===== src/rtl/pipeline_stall_controller_if.sv =====
// Handshake bundle between the stall controller and the hazard unit, mul/div unit and
// pipeline registers. The controller drives the pipeline controls through the master modport.
interface pipeline_stall_controller_if;
    logic load_use;
    logic mc_req;
    logic mc_done;
    logic branch_taken;
    logic pc_write;
    logic ifid_write;
    logic idex_bubble;
    logic ifid_flush;
    logic idex_flush;
    logic mc_start;
    logic mc_abort;

    modport master (
        input  load_use, mc_req, mc_done, branch_taken,
        output pc_write, ifid_write, idex_bubble, ifid_flush, idex_flush, mc_start, mc_abort
    );

    modport slave (
        output load_use, mc_req, mc_done, branch_taken,
        input  pc_write, ifid_write, idex_bubble, ifid_flush, idex_flush, mc_start, mc_abort
    );
endinterface


===== src/rtl/pipeline_stall_controller.sv =====
// Stall/flush sequencer for the 5-stage RV32 pipeline: merges load-use, multi-cycle mul/div
// and taken-branch events into PC / IF/ID / ID/EX controls with Mealy outputs.
module pipeline_stall_controller #(
    parameter int MC_TIMEOUT = 64,
    parameter int CNT_W      = 32
) (
    input  logic                         clk,
    input  logic                         rst_n,
    pipeline_stall_controller_if.master  ctl,
    output logic [CNT_W-1:0]             stall_cycles,
    output logic                         timeout_err
);

    localparam int TMR_W = $clog2(MC_TIMEOUT) + 1;
    localparam logic [TMR_W-1:0] TMR_LAST = TMR_W'(MC_TIMEOUT - 1);

    typedef enum logic [1:0] {
        ST_RUN,
        ST_MC_WAIT,
        ST_TRAP
    } state_t;

    state_t           state_q, state_d;
    logic [TMR_W-1:0] timer_q, timer_d;
    logic             timeout_set;

    logic pc_write, ifid_write, idex_bubble, ifid_flush, idex_flush, mc_start, mc_abort;

    // NOTE: every variable gets a default before the case so no path can infer a latch.
    always_comb begin
        state_d     = state_q;
        timer_d     = timer_q;
        timeout_set = 1'b0;
        pc_write    = 1'b1;
        ifid_write  = 1'b1;
        idex_bubble = 1'b0;
        ifid_flush  = 1'b0;
        idex_flush  = 1'b0;
        mc_start    = 1'b0;
        mc_abort    = 1'b0;

        case (state_q)
            ST_RUN: begin
                if (ctl.branch_taken) begin
                    ifid_flush = 1'b1;
                    idex_flush = 1'b1;
                end else if (ctl.load_use) begin
                    pc_write    = 1'b0;
                    ifid_write  = 1'b0;
                    idex_bubble = 1'b1;
                end else if (ctl.mc_req) begin
                    mc_start    = 1'b1;
                    pc_write    = 1'b0;
                    ifid_write  = 1'b0;
                    idex_bubble = 1'b1;
                    timer_d     = TMR_W'(1);
                    state_d     = ST_MC_WAIT;
                end
            end

            ST_MC_WAIT: begin
                if (ctl.branch_taken) begin
                    // The held mul/div op is on the wrong path: cancel it along with the flush.
                    mc_abort   = 1'b1;
                    ifid_flush = 1'b1;
                    idex_flush = 1'b1;
                    timer_d    = '0;
                    state_d    = ST_RUN;
                end else if (ctl.mc_done) begin
                    timer_d = '0;
                    state_d = ST_RUN;
                end else if (timer_q == TMR_LAST) begin
                    pc_write    = 1'b0;
                    ifid_write  = 1'b0;
                    idex_bubble = 1'b1;
                    mc_abort    = 1'b1;
                    timeout_set = 1'b1;
                    state_d     = ST_TRAP;
                end else begin
                    pc_write    = 1'b0;
                    ifid_write  = 1'b0;
                    idex_bubble = 1'b1;
                    timer_d     = timer_q + TMR_W'(1);
                end
            end

            default: begin
                pc_write    = 1'b0;
                ifid_write  = 1'b0;
                idex_bubble = 1'b1;
            end
        endcase

        // Reset holds the front end frozen immediately, without waiting for a clock edge.
        if (!rst_n) begin
            pc_write    = 1'b0;
            ifid_write  = 1'b0;
            idex_bubble = 1'b1;
            ifid_flush  = 1'b0;
            idex_flush  = 1'b0;
            mc_start    = 1'b0;
            mc_abort    = 1'b0;
        end
    end

    // NOTE: sequential state uses non-blocking assignments so all registers update together.
    always_ff @(posedge clk or negedge rst_n) begin
        if (!rst_n) begin
            state_q      <= ST_RUN;
            timer_q      <= '0;
            stall_cycles <= '0;
            timeout_err  <= 1'b0;
        end else begin
            state_q <= state_d;
            timer_q <= timer_d;
            if (timeout_set) begin
                timeout_err <= 1'b1;
            end
            if (!pc_write && (stall_cycles != {CNT_W{1'b1}})) begin
                stall_cycles <= stall_cycles + CNT_W'(1);
            end
        end
    end

    assign ctl.pc_write    = pc_write;
    assign ctl.ifid_write  = ifid_write;
    assign ctl.idex_bubble = idex_bubble;
    assign ctl.ifid_flush  = ifid_flush;
    assign ctl.idex_flush  = idex_flush;
    assign ctl.mc_start    = mc_start;
    assign ctl.mc_abort    = mc_abort;

endmodule


===== src/flat_wrapper.sv =====
// flat-port wrapper written by rule: the top's interface ports become plain ports
module pipeline_stall_controller_flat 
#(
    parameter int MC_TIMEOUT = 64,
    parameter int CNT_W      = 32
)
  (clk, rst_n, stall_cycles, timeout_err, ctl_load_use, ctl_mc_req, ctl_mc_done, ctl_branch_taken, ctl_pc_write, ctl_ifid_write, ctl_idex_bubble, ctl_ifid_flush, ctl_idex_flush, ctl_mc_start, ctl_mc_abort);
  pipeline_stall_controller_if ctl_i ();
  input  logic clk;
  input  logic rst_n;
  output logic [CNT_W-1:0] stall_cycles;
  output logic timeout_err;
  input wire logic [$bits(ctl_i.load_use)-1:0] ctl_load_use;
  input wire logic [$bits(ctl_i.mc_req)-1:0] ctl_mc_req;
  input wire logic [$bits(ctl_i.mc_done)-1:0] ctl_mc_done;
  input wire logic [$bits(ctl_i.branch_taken)-1:0] ctl_branch_taken;
  output wire logic [$bits(ctl_i.pc_write)-1:0] ctl_pc_write;
  output wire logic [$bits(ctl_i.ifid_write)-1:0] ctl_ifid_write;
  output wire logic [$bits(ctl_i.idex_bubble)-1:0] ctl_idex_bubble;
  output wire logic [$bits(ctl_i.ifid_flush)-1:0] ctl_ifid_flush;
  output wire logic [$bits(ctl_i.idex_flush)-1:0] ctl_idex_flush;
  output wire logic [$bits(ctl_i.mc_start)-1:0] ctl_mc_start;
  output wire logic [$bits(ctl_i.mc_abort)-1:0] ctl_mc_abort;
  assign ctl_i.load_use = ctl_load_use;
  assign ctl_i.mc_req = ctl_mc_req;
  assign ctl_i.mc_done = ctl_mc_done;
  assign ctl_i.branch_taken = ctl_branch_taken;
  assign ctl_pc_write = ctl_i.pc_write;
  assign ctl_ifid_write = ctl_i.ifid_write;
  assign ctl_idex_bubble = ctl_i.idex_bubble;
  assign ctl_ifid_flush = ctl_i.ifid_flush;
  assign ctl_idex_flush = ctl_i.idex_flush;
  assign ctl_mc_start = ctl_i.mc_start;
  assign ctl_mc_abort = ctl_i.mc_abort;
  pipeline_stall_controller #(.MC_TIMEOUT(MC_TIMEOUT), .CNT_W(CNT_W)) u_core (.clk(clk), .rst_n(rst_n), .ctl(ctl_i), .stall_cycles(stall_cycles), .timeout_err(timeout_err));
endmodule

===== config.mk =====
export PLATFORM = sky130hd
export DESIGN_NAME = pipeline_stall_controller_flat
export DESIGN_NICKNAME = d
export VERILOG_FILES = /design/src/rtl/pipeline_stall_controller_if.sv /design/src/rtl/pipeline_stall_controller.sv /design/src/flat_wrapper.sv
export SDC_FILE = /design/constraint.sdc
export NUM_CORES = 1
export LEC_CHECK = 0
export CAP_MARGIN = 10
export CORE_AREA = 5 5 76 78
export DETAILED_ROUTE_END_ITERATION = 10
export DIE_AREA = 0 0 81 83
export PLACE_DENSITY = 0.75
export SYNTH_ARGS = -nofsm -noshare
export SYNTH_HDL_FRONTEND = slang
export SYNTH_SLANG_ARGS = --single-unit

===== constraint.sdc =====
create_clock -name clk -period 2.1 [get_ports clk]
set_clock_uncertainty 0.2 [all_clocks]
set_input_delay 0.315 -clock clk [delete_from_list [all_inputs] [get_ports clk]]
set_output_delay 0.315 -clock clk [all_outputs]
set_load 0.02 [all_outputs]

-- Yosys cells after proc, flatten, opt, wreduce, memory -nomap -nowiden
Cells that the tools add are included.
- flip-flop bits (word level): 42
- input bits: 6
- output and inout port bits: 40
- word-level logic and storage cells: 63
- add/sub/neg operators: 2
- eq/ne operators: 8
- muxes and demuxes: 42
- reductions and logical operators: 7
- operators by type and width (cell ; count):
    7-bit two-way mux ; 6
    32-bit by 1-bit adder with 32-bit output, second input constant ; 1
    32-bit != test, second input constant ; 1
    1-bit two-way mux ; 26
    7-bit one-hot mux with 2 select lines ; 1
    2-bit two-way mux ; 6
    5-bit AND reduction ; 2
    7-bit by 1-bit adder with 7-bit output, second input constant ; 1
    7-bit by 6-bit == test with 1-bit output, second input constant ; 1
    2-bit != test, second input constant ; 3
    4-bit by 3-bit != test with 1-bit output, second input constant ; 1
    4-bit != test, second input constant ; 1
    1-bit one-hot mux with 2 select lines ; 2
    2-bit one-hot mux with 2 select lines ; 1
    2-bit by 1-bit == test with 1-bit output, second input constant ; 1
    2-bit zero test ; 1
    2-bit nonzero test ; 1
    2-bit OR reduction ; 1
    1-bit logical AND ; 1
    1-bit zero test ; 1

-- Depth between registers and ports, before layout
Gate-level depths: netlist (run 1).
- word-level depth: 7
- gate-level depth with buffers: 7
- depth with buffers taken out: 6

-- Worst setup path before layout (run 1)
Ideal clock, no wire load.
- path kind: register to register
- from: reg u_core.state_q[0]
- to: reg u_core.stall_cycles[21]
- library setup time: 0.131 ns
- data arrival time: 1.990 ns
- data required time: 1.769 ns
- slack: -0.221 ns
- cell stages (with the launch flop): 7
- buffers on the path: 0
- clock period less this slack: 2.321 ns
- cell sequence: dfrtp_1 a21o_1 o21ai_1 inv_2 a211oi_1 nand4_1 xnor2_1
- word-level cells in the longest chain between the ends: 5
- elaborated cells between the ends (all ways): 6
- those cells by class: eq/ne: 1; mux: 2; reduce/logical: 3
- RTL lines (what ; line ; RTL):
    from (decl) ; pipeline_stall_controller.sv:23 ; state_t state_q, state_d;
    from (signal assigned) ; pipeline_stall_controller.sv:114 ; state_q <= state_d;
    2-bit by 1-bit == test with 1-bit output / 2-bit zero test (equally long branches) ; n/a ;
    1-bit one-hot mux with 2 select lines (*) ; n/a ;
    1-bit two-way mux (*) ; n/a ;
    net ctl_ifid_write ; flat_wrapper.sv:18 ; output wire logic [$bits(ctl_i.ifid_write)-1:0] ctl_ifid_write;
    1-bit zero test (*) ; pipeline_stall_controller.sv:119 ; if (!pc_write && (stall_cycles != {CNT_W{1'b1}})) begin
    1-bit logical AND (*) ; pipeline_stall_controller.sv:119 ;
    to (signal assigned) ; pipeline_stall_controller.sv:120 ; stall_cycles <= stall_cycles + CNT_W'(1);
    to (decl) ; pipeline_stall_controller.sv:10 ; output logic [CNT_W-1:0] stall_cycles,
The timed path passes the listed nets; every way through them passes the cells marked *.
A chain may end at the register's enable or synchronous reset.

-- Worst setup path in the final report (run 1)
- from: reg u_core.timer_q[1]
- to: out ctl_mc_abort
- word-level cells in the longest chain between the ends: 6
- RTL lines (what ; line ; RTL):
    from (decl) ; pipeline_stall_controller.sv:24 ; logic [TMR_W-1:0] timer_q, timer_d;
    from (signal assigned) ; pipeline_stall_controller.sv:115 ; timer_q <= timer_d;
    7-bit by 6-bit == test with 1-bit output ; pipeline_stall_controller.sv:72 ; end else if (timer_q == TMR_LAST) begin
    1-bit two-way mux ; pipeline_stall_controller.sv:72 ;
    1-bit two-way mux ; pipeline_stall_controller.sv:69 ; end else if (ctl.mc_done) begin
    1-bit two-way mux ; pipeline_stall_controller.sv:62 ; if (ctl.branch_taken) begin
    1-bit two-way mux ; pipeline_stall_controller.sv:42 ; case (state_q)
    1-bit two-way mux ; pipeline_stall_controller.sv:95 ; if (!rst_n) begin
    to (decl) ; flat_wrapper.sv:23 ; output wire logic [$bits(ctl_i.mc_abort)-1:0] ctl_mc_abort;
No other way between the ends.

==> impl_metrics.py, run 1 <==
metrics = {
    "power": {
        "power.sequential.fraction": 0.420,
        "p_leak_nw": 1.55,
        "p_int_mw": 1.57,
        "p_total_mw": 2.33,
        "vdd_ir_drop_max_v": 0.000762,
        "power.net_switching_uw": 756,
        "pwr-share-comb": 0.366,
        "power_density_normalized_to_cell_area_nw_per_um2": 693,
        "power.share.switching": 0.325,
        "power.clock.fraction": 0.213,
    },
    "global_routing": {
        "pin_count_of_the_biggest_net_entering_global_routing": 29,
        "overall_overflow_remaining_after_global_route": 0,
        "initial_antenna_violation_count": 0,
        "grt_first_pass_wirelength_mm": 9.83,
        "first_global_vias": 2079,
        "global_route.usage.total": 0.185,
    },
    "yosys": {
        "synth_area_um2": 2200,
        "synth_area_leaders": "sky130_fd_sc_hd__dfrtp_1 (48%), sky130_fd_sc_hd__xnor2_1 (10%), sky130_fd_sc_hd__nand3_1 (5.5%)",
        "post_synth.cell_area_avg_um2": 10.4,
        "ys_dominant_reg_cell": "sky130_fd_sc_hd__dfrtp_1",
        "synthDominantCellAreaShare": 0.478,
        "synthSimpleGateAreaFrac": 0.305,
        "synth_compound_area_frac": 0.0364,
        "synth.largest_area_cell": "sky130_fd_sc_hd__dfrtp_1",
        "synth_xor_xnor_area_share": 0.135,
        "yosysWarningCount": 0,
        "main_combinational_cell_family_by_area_after_synthesis": "simple AND/OR/NAND/NOR gates",
        "synth_edf_count": 0,
        "asr_flop_ratio_synth": 1.00,
        "netlist_instances": 211,
        "yosysUniqueCellTypes": 44,
        "synth_sequential_area_ratio": 0.478,
        "post_synth_most_frequent_cells": "sky130_fd_sc_hd__dfrtp_1 (42), sky130_fd_sc_hd__xnor2_1 (26), sky130_fd_sc_hd__nand3_1 (24), sky130_fd_sc_hd__nor2_1 (16), sky130_fd_sc_hd__nand4_1 (14)",
        "top_count_cell_post_synth": "sky130_fd_sc_hd__dfrtp_1",
        "synthAdderAreaFrac": 0.0114,
        "fraction_of_synthesized_area_in_multiplexers": 0.00966,
        "synth_nets": 219,
        "synth.ff_latch_count": 42,
    },
    "floorplan": {
        "row_count": 26,
        "floorplan.die.width_um": 81,
        "floorplan.initialDensity": 0.439,
        "chipHeight_um": 83,
        "placeableCoreArea_um2": 5010,
        "num_io_pins": 46,
        "dieArea_um2": 6720,
    },
    "cts": {
        "clk-insertion-delay-late_ns": 0.29,
        "cts_num_sinks": 42,
        "clock_tree.root_cell": "sky130_fd_sc_hd__clkbuf_8",
        "clkSlewWorstSetupHoldPaths_ns": 0.07,
        "cts_tree": "done",
        "htreeDepth": 2,
        "cts_made_buffers": 5,
        "cts_max_path_buffers": 2,
    },
    "drt": {
        "totalWireLength_mm": 5.74,
        "drt_drc_violations_left": 0,
        "viasPerCell": 5.14,
        "routedWlPerCell_um": 14.5,
        "drt.antenna.violating_nets": 0,
        "wl_met3_um": 208,
        "drt-met1-wl_mm": 2.67,
        "firstDrtPassIters": 4,
        "detail_route.iter0.violations": 114,
        "dr_total_vias": 2034,
        "wl_met2_mm": 2.77,
        "routed.top_layer": "met4",
    },
    "cells_and_area": {
        "layout.nets": 333,
        "drive_gt1_frac": 0.356,
        "post-route-cell-area_um2": 3360,
        "antenna_cells": 0,
        "filler_cells_inserted": 416,
        "utilization": 0.670,
        "syn_to_final_growth_pct": 52.5,
    },
    "timing": {
        "finalSetupViolations": 1,
        "timing.final.crit_period_ns": 2.16,
        "headroom_to_the_max_slew_limit": 0.569,
        "final_min_period_over_clock_period": 1.03,
        "timing.final.max_slew_violations": 0,
        "tightestPinTransition_ns": 0.645,
        "timing.final.hold_violations": 0,
        "setup_repair_after_global_routing_missed_its_margin": "yes",
        "clock.fmax_mhz": 462,
        "final.setup.tns_ns": -0.0634,
        "finalWorstSetupSlack_ns": -0.0634,
    },
    "status": {
        "failed_checks": "setup timing",
        "run_status": "finished, violations left",
    },
    "critical_path": {
        "data_required_time_at_the_worst_endpoint_ns": 1.58,
        "critical_path.reg2reg.startpoint": "u_core.state_q[0]",
        "end_kind": "output port",
        "timing.critical_path.slowest_cell_delay_ns": 0.37,
        "worst_setup_path_start_kind": "flip-flop",
        "reg2reg_depth": 6,
        "critPathMaxFanout": 2,
        "worstPathCellList": "ha_2 > nand2_2 > or3_4 > nor2_2 > o211a_1 > buf_6",
        "r2r_slack_ns": 0.07,
        "critical_path.endpoint": "ctl_mc_abort",
        "cpMaxStageDelayCell": "sky130_fd_sc_hd__dfrtp_1",
        "criticalPathCategory": "reg2out",
        "worst_setup_path_startpoint": "u_core.timer_q[1]",
        "worstReg2RegEnd": "u_core.stall_cycles[26]",
        "arrival_time_of_the_worst_setup_path_ns": 1.65,
    },
    "place": {
        "dpl.hpwl_mm": 4.20,
        "numPortBuffers": 45,
        "dpl_cell_area_um2": 3160,
        "preCtsSetupSlack_ns": -0.409,
        "place_congestion": 0.850,
    },
    "run": {
        "drv_cap": 0,
    },
    "worst_hold_path": {
        "timing.hold.worst.class": "reg2reg",
    },
}
[worst min-delay path by stage]
stage                     cells after the start                endpoint          startpoint  slack [ns]
final                                         1      u_core.timeout_err  u_core.timeout_err        0.28
after global routing                          4       u_core.timer_q[0]         ctl_mc_done        0.32
after CTS                                     1      u_core.timeout_err  u_core.timeout_err        0.29
after detailed placement                      2       u_core.state_q[0]               rst_n        0.08
after global placement                        2       u_core.state_q[0]               rst_n        0.08
after floorplan                               0  u_core.stall_cycles[0]               rst_n       -0.18
[cell usage in the layout (no fill, tap or decap), drive strengths merged, types with 2 or more instances in the layout]
cell | netlist | layout
nand4 | 15 | 15
and3 | 8 | 8
dfrtp | 42 | 42
xor2 | 8 | 8
clkdlybuf4s50 | 0 | 33
nand3 | 24 | 24
nand2 | 11 | 11
a21oi | 4 | 4
nor4 | 4 | 4
clkbuf | 1 | 12
nor2 | 16 | 16
nor3 | 11 | 11
dlymetal6s2s | 0 | 3
nor2b | 2 | 2
buf | 4 | 68
xnor2 | 26 | 26
dlygate4sd3 | 0 | 2
and4 | 5 | 5
ha | 2 | 2
inv | 5 | 5
or2 | 2 | 2
o21ai | 2 | 2
nor3b | 2 | 2
or3 | 2 | 2
[sequential cells by signal, summed over array words and instances (netlist names)]
signal,count
u_core.stall_cycles,32
u_core.state_q,2
u_core.timeout_err,1
u_core.timer_q,7
[stage by stage]
stage          hold slack, ns  std cells
6_report                0.284        396
5_1_grt                 0.317        396
4_1_cts                 0.289        391
3_5_place_dp           0.0847        378
3_3_place_gp           0.0801        378
2_1_floorplan          -0.181        211
[power by group through the flow]
stage               clock network, mW  logic [mW]  registers (mW)
floorplan                           0       0.265            1.12
global placement                    0       0.815           0.984
detailed placement                  0       0.826           0.988
CTS                             0.508       0.833           0.973
global route                    0.556       0.924           0.992
finish                          0.496       0.853           0.978
[logic make-up after synthesis]
logic type	Yosys count
mux	2
xor+xnor	34
buf+inv	10
flops	42
simple gates	109
compound gates	12
fa+ha+maj	2
[metal layers]
layer,track usage,vias to the layer above
met5,0,-
met4,0.0630,0
met3,0.0455,11
met2,0.284,39
met1,0.251,989
li1,-,995
[worst max-delay path: cells and delay by family, from the launching register on]
family          cells  cell delay (ns)
simple gates        3             0.52
fa+ha+maj           1             0.21
buf+inv             1             0.11
flops               1             0.37
compound gates      1             0.15
[repair_timing]
| item | CTS | global route |
|---|---|---|
| setup buffers | 3 | 4 |
| hold buffers | 2 | 0 |
| cloned | 0 | 1 |
| endpoints found under the setup margin | 17 | 24 |
| resized for setup | 23 | 20 |
| hold endpoints to repair | 14 | 0 |
| pin swaps | 1 | 10 |
[area by class of cell]
cell class / instances / area, um^2 / area share
Clock buffer: 8 / 80.1 / 0.0239
Inverter: 5 / 18.8 / 0.00559
Multi-Input combinational cell: 159 / 1170 / 0.348
Sequential cell: 42 / 1070 / 0.319
Tap cell: 70 / 87.6 / 0.0261
Timing Repair Buffer: 112 / 933 / 0.278
No activity file was read; power rests on OpenSTA's default activity.
==> run 2: changes to the inputs <==
--- a/config.mk
+++ b/config.mk
@@ -6,9 +6,9 @@
 export NUM_CORES = 1
 export LEC_CHECK = 0
 export CAP_MARGIN = 10
-export CORE_AREA = 5 5 76 78
+export CORE_AREA = 2 2 73 75
 export DETAILED_ROUTE_END_ITERATION = 10
-export DIE_AREA = 0 0 81 83
+export DIE_AREA = 0 0 75 77
 export PLACE_DENSITY = 0.75
 export SYNTH_ARGS = -nofsm -noshare
 export SYNTH_HDL_FRONTEND = slang
==> run 2 against run 1 <==
Against the previous run:
- hold slack got worse by 0.0036 ns
- wire length down 4.5%
- the run still ends with setup timing left
- critical endpoint unchanged
- sequential power is 1% higher
- combinational power fell by 4.3%
- utilization fell by 0.22 points
- first-iteration DRC count grew 44%
- non-clock buffer count decreased by 8
- total power is 4.8% higher
- register-to-register slack is essentially flat
- sequential share of layout area rose by 0.27 points
==> impl_metrics.py, run 2 (synthesized netlist as in run 1, its figures left out) <==
metrics = {
    "cells_and_area": {
        "final_common_cell": "sky130_fd_sc_hd__buf_4",
        "antenna_cells": 0,
        "syn_to_final_growth_pct": 51.0,
        "max_flop_register": "u_core.stall_cycles",
        "layout.nets": 325,
        "post-route-cell-area_um2": 3320,
        "drive_gt1_frac": 0.327,
        "largest_register_ff_count": 32,
        "utilization": 0.668,
        "filler_cells_inserted": 406,
        "layout.cells.most_common_list": "sky130_fd_sc_hd__buf_4 (55), sky130_fd_sc_hd__clkdlybuf4s50_1 (36), sky130_fd_sc_hd__dfrtp_1 (28)",
        "top_regs": "u_core.stall_cycles x32, u_core.timer_q x7, u_core.state_q x2",
    },
    "status": {
        "failed_checks": "setup timing",
        "run_status": "finished, violations left",
    },
    "global_routing": {
        "grt_busiest_layer": "met2",
        "overall_overflow_remaining_after_global_route": 0,
        "initial_antenna_violation_count": 0,
        "grt_first_pass_wirelength_mm": 9.41,
        "pin_count_of_the_biggest_net_entering_global_routing": 29,
        "grt_use_met3": 0.0460,
        "first_global_vias": 1989,
        "globalRouteMet1Util": 0.281,
        "global_route.usage.total": 0.209,
        "groute.layer.met2.usage": 0.333,
    },
    "timing": {
        "timing.final.crit_period_ns": 2.12,
        "setup_repair_after_global_routing_missed_its_margin": "yes",
        "timing.final.max_slew_violations": 0,
        "headroom_to_the_max_slew_limit": 0.581,
        "clock.fmax_mhz": 471,
        "tightestPinTransition_ns": 0.627,
        "final_min_period_over_clock_period": 1.01,
        "timing.final.hold_violations": 0,
        "finalSetupViolations": 1,
        "finalWorstSetupSlack_ns": -0.0233,
        "final.setup.tns_ns": -0.0233,
    },
    "critical_path": {
        "worst_setup_path_start_kind": "flip-flop",
        "critical_path.endpoint": "ctl_mc_abort",
        "end_kind": "output port",
        "criticalPathCategory": "reg2out",
        "critical_path.reg2reg.startpoint": "u_core.state_q[0]",
        "worst_setup_path_startpoint": "u_core.timer_q[0]",
        "reg2reg_depth": 7,
        "data_required_time_at_the_worst_endpoint_ns": 1.58,
        "worstReg2RegEnd": "u_core.stall_cycles[1]",
        "critPathMaxFanout": 2,
        "r2r_slack_ns": 0.07,
        "arrival_time_of_the_worst_setup_path_ns": 1.61,
    },
    "drt": {
        "detail_route.iter0.violations": 164,
        "drt.antenna.violating_nets": 0,
        "drt_drc_violations_left": 0,
        "firstDrtPassIters": 4,
        "viasPerCell": 5.09,
        "totalWireLength_mm": 5.48,
        "routedWlPerCell_um": 14.1,
        "dr_total_vias": 1973,
    },
    "cts": {
        "clkSlewWorstSetupHoldPaths_ns": 0.07,
        "htreeDepth": 2,
        "clock_tree.root_cell": "sky130_fd_sc_hd__clkbuf_8",
        "clk-insertion-delay-late_ns": 0.30,
        "cts_max_path_buffers": 2,
        "cts_tree": "done",
        "cts_made_buffers": 5,
        "cts_num_sinks": 42,
    },
    "run": {
        "drv_cap": 0,
    },
    "floorplan": {
        "floorplan.die.width_um": 75,
        "num_io_pins": 46,
        "row_count": 26,
        "placeableCoreArea_um2": 4980,
        "chipHeight_um": 77,
        "dieArea_um2": 5780,
        "floorplan.initialDensity": 0.442,
    },
    "worst_hold_path": {
        "timing.hold.worst.class": "reg2reg",
    },
    "place": {
        "numPortBuffers": 45,
        "place_congestion": 0.831,
        "preCtsSetupSlack_ns": -0.361,
        "dpl_cell_area_um2": 3140,
        "dpl.hpwl_mm": 4.04,
    },
    "power": {
        "vdd_ir_drop_max_v": 0.000493,
        "power_density_normalized_to_cell_area_nw_per_um2": 733,
        "p_leak_nw": 1.49,
        "p_total_mw": 2.44,
    },
}
[run 2: cell count changes in the layout (fill, tap and decap cells not counted), moves of 2 or more]
cell | before | now
sky130_fd_sc_hd__clkbuf_2 | 4 | 2
sky130_fd_sc_hd__buf_4 | 64 | 55
sky130_fd_sc_hd__clkdlybuf4s50_1 | 33 | 36
sky130_fd_sc_hd__dlymetal6s2s_1 | 3 | 1
[run 2: metrics by stage]
stage,cells,hold slack [ns]
2_1_floorplan,211,-0.181
3_3_place_gp,375,0.0837
3_5_place_dp,375,0.0983
4_1_cts,386,0.288
5_1_grt,388,0.314
6_report,388,0.280
[run 2: area by class of cell]
cell class | instances | area [um^2] | area share
clock buffers | 7 | 76.3 | 0.0230
clock inverters | 1 | 30.0 | 0.00904
repair buffers | 104 | 886 | 0.267
inverters | 5 | 18.8 | 0.00565
well taps | 70 | 87.6 | 0.0264
flip-flops and latches | 42 | 1070 | 0.322
multi-input cells | 159 | 1160 | 0.348
[run 2: worst min path at each step]
stage / startpoint / endpoint / slack [ns] / depth (start not counted)
after floorplan: rst_n / u_core.stall_cycles[0] / -0.18 / 0
after global placement: rst_n / u_core.timer_q[0] / 0.08 / 2
after detailed placement: rst_n / u_core.state_q[0] / 0.1 / 2
after CTS: u_core.timeout_err / u_core.timeout_err / 0.29 / 1
after global routing: u_core.timeout_err / u_core.timeout_err / 0.31 / 1
final: u_core.timeout_err / u_core.timeout_err / 0.28 / 1
[run 2: metal layers]
metal | part of all wire | wire (um) | up-vias
met5 | 0 | 0 | -
li1 | - | - | 971
met4 | 0.013 | 73 | 0
met2 | 0.50 | 2720 | 44
met1 | 0.45 | 2480 | 952
met3 | 0.038 | 209 | 6
[run 2: worst max-delay path, cell delays in order, from the launching register on]
cell                      delay (ns)
sky130_fd_sc_hd__dfrtp_1        0.38
sky130_fd_sc_hd__ha_2           0.19
sky130_fd_sc_hd__nand2_2        0.06
sky130_fd_sc_hd__or3_4          0.34
sky130_fd_sc_hd__nor2_2         0.08
sky130_fd_sc_hd__o211a_1        0.15
sky130_fd_sc_hd__buf_6          0.11
[run 2: timing repair]
item                       CTS  global route
buffers inserted             0             2
gates cloned                 1             0
hold endpoints to repair    14             0
setup endpoints to repair   11            20
hold buffers                 2             0
pin swaps                    0             5
resized for setup           20            12
[run 2: power by group]
part	switching (mW)	internal, mW
combinational	0.406	0.410
clock	0.275	0.356
sequential	0.0799	0.911
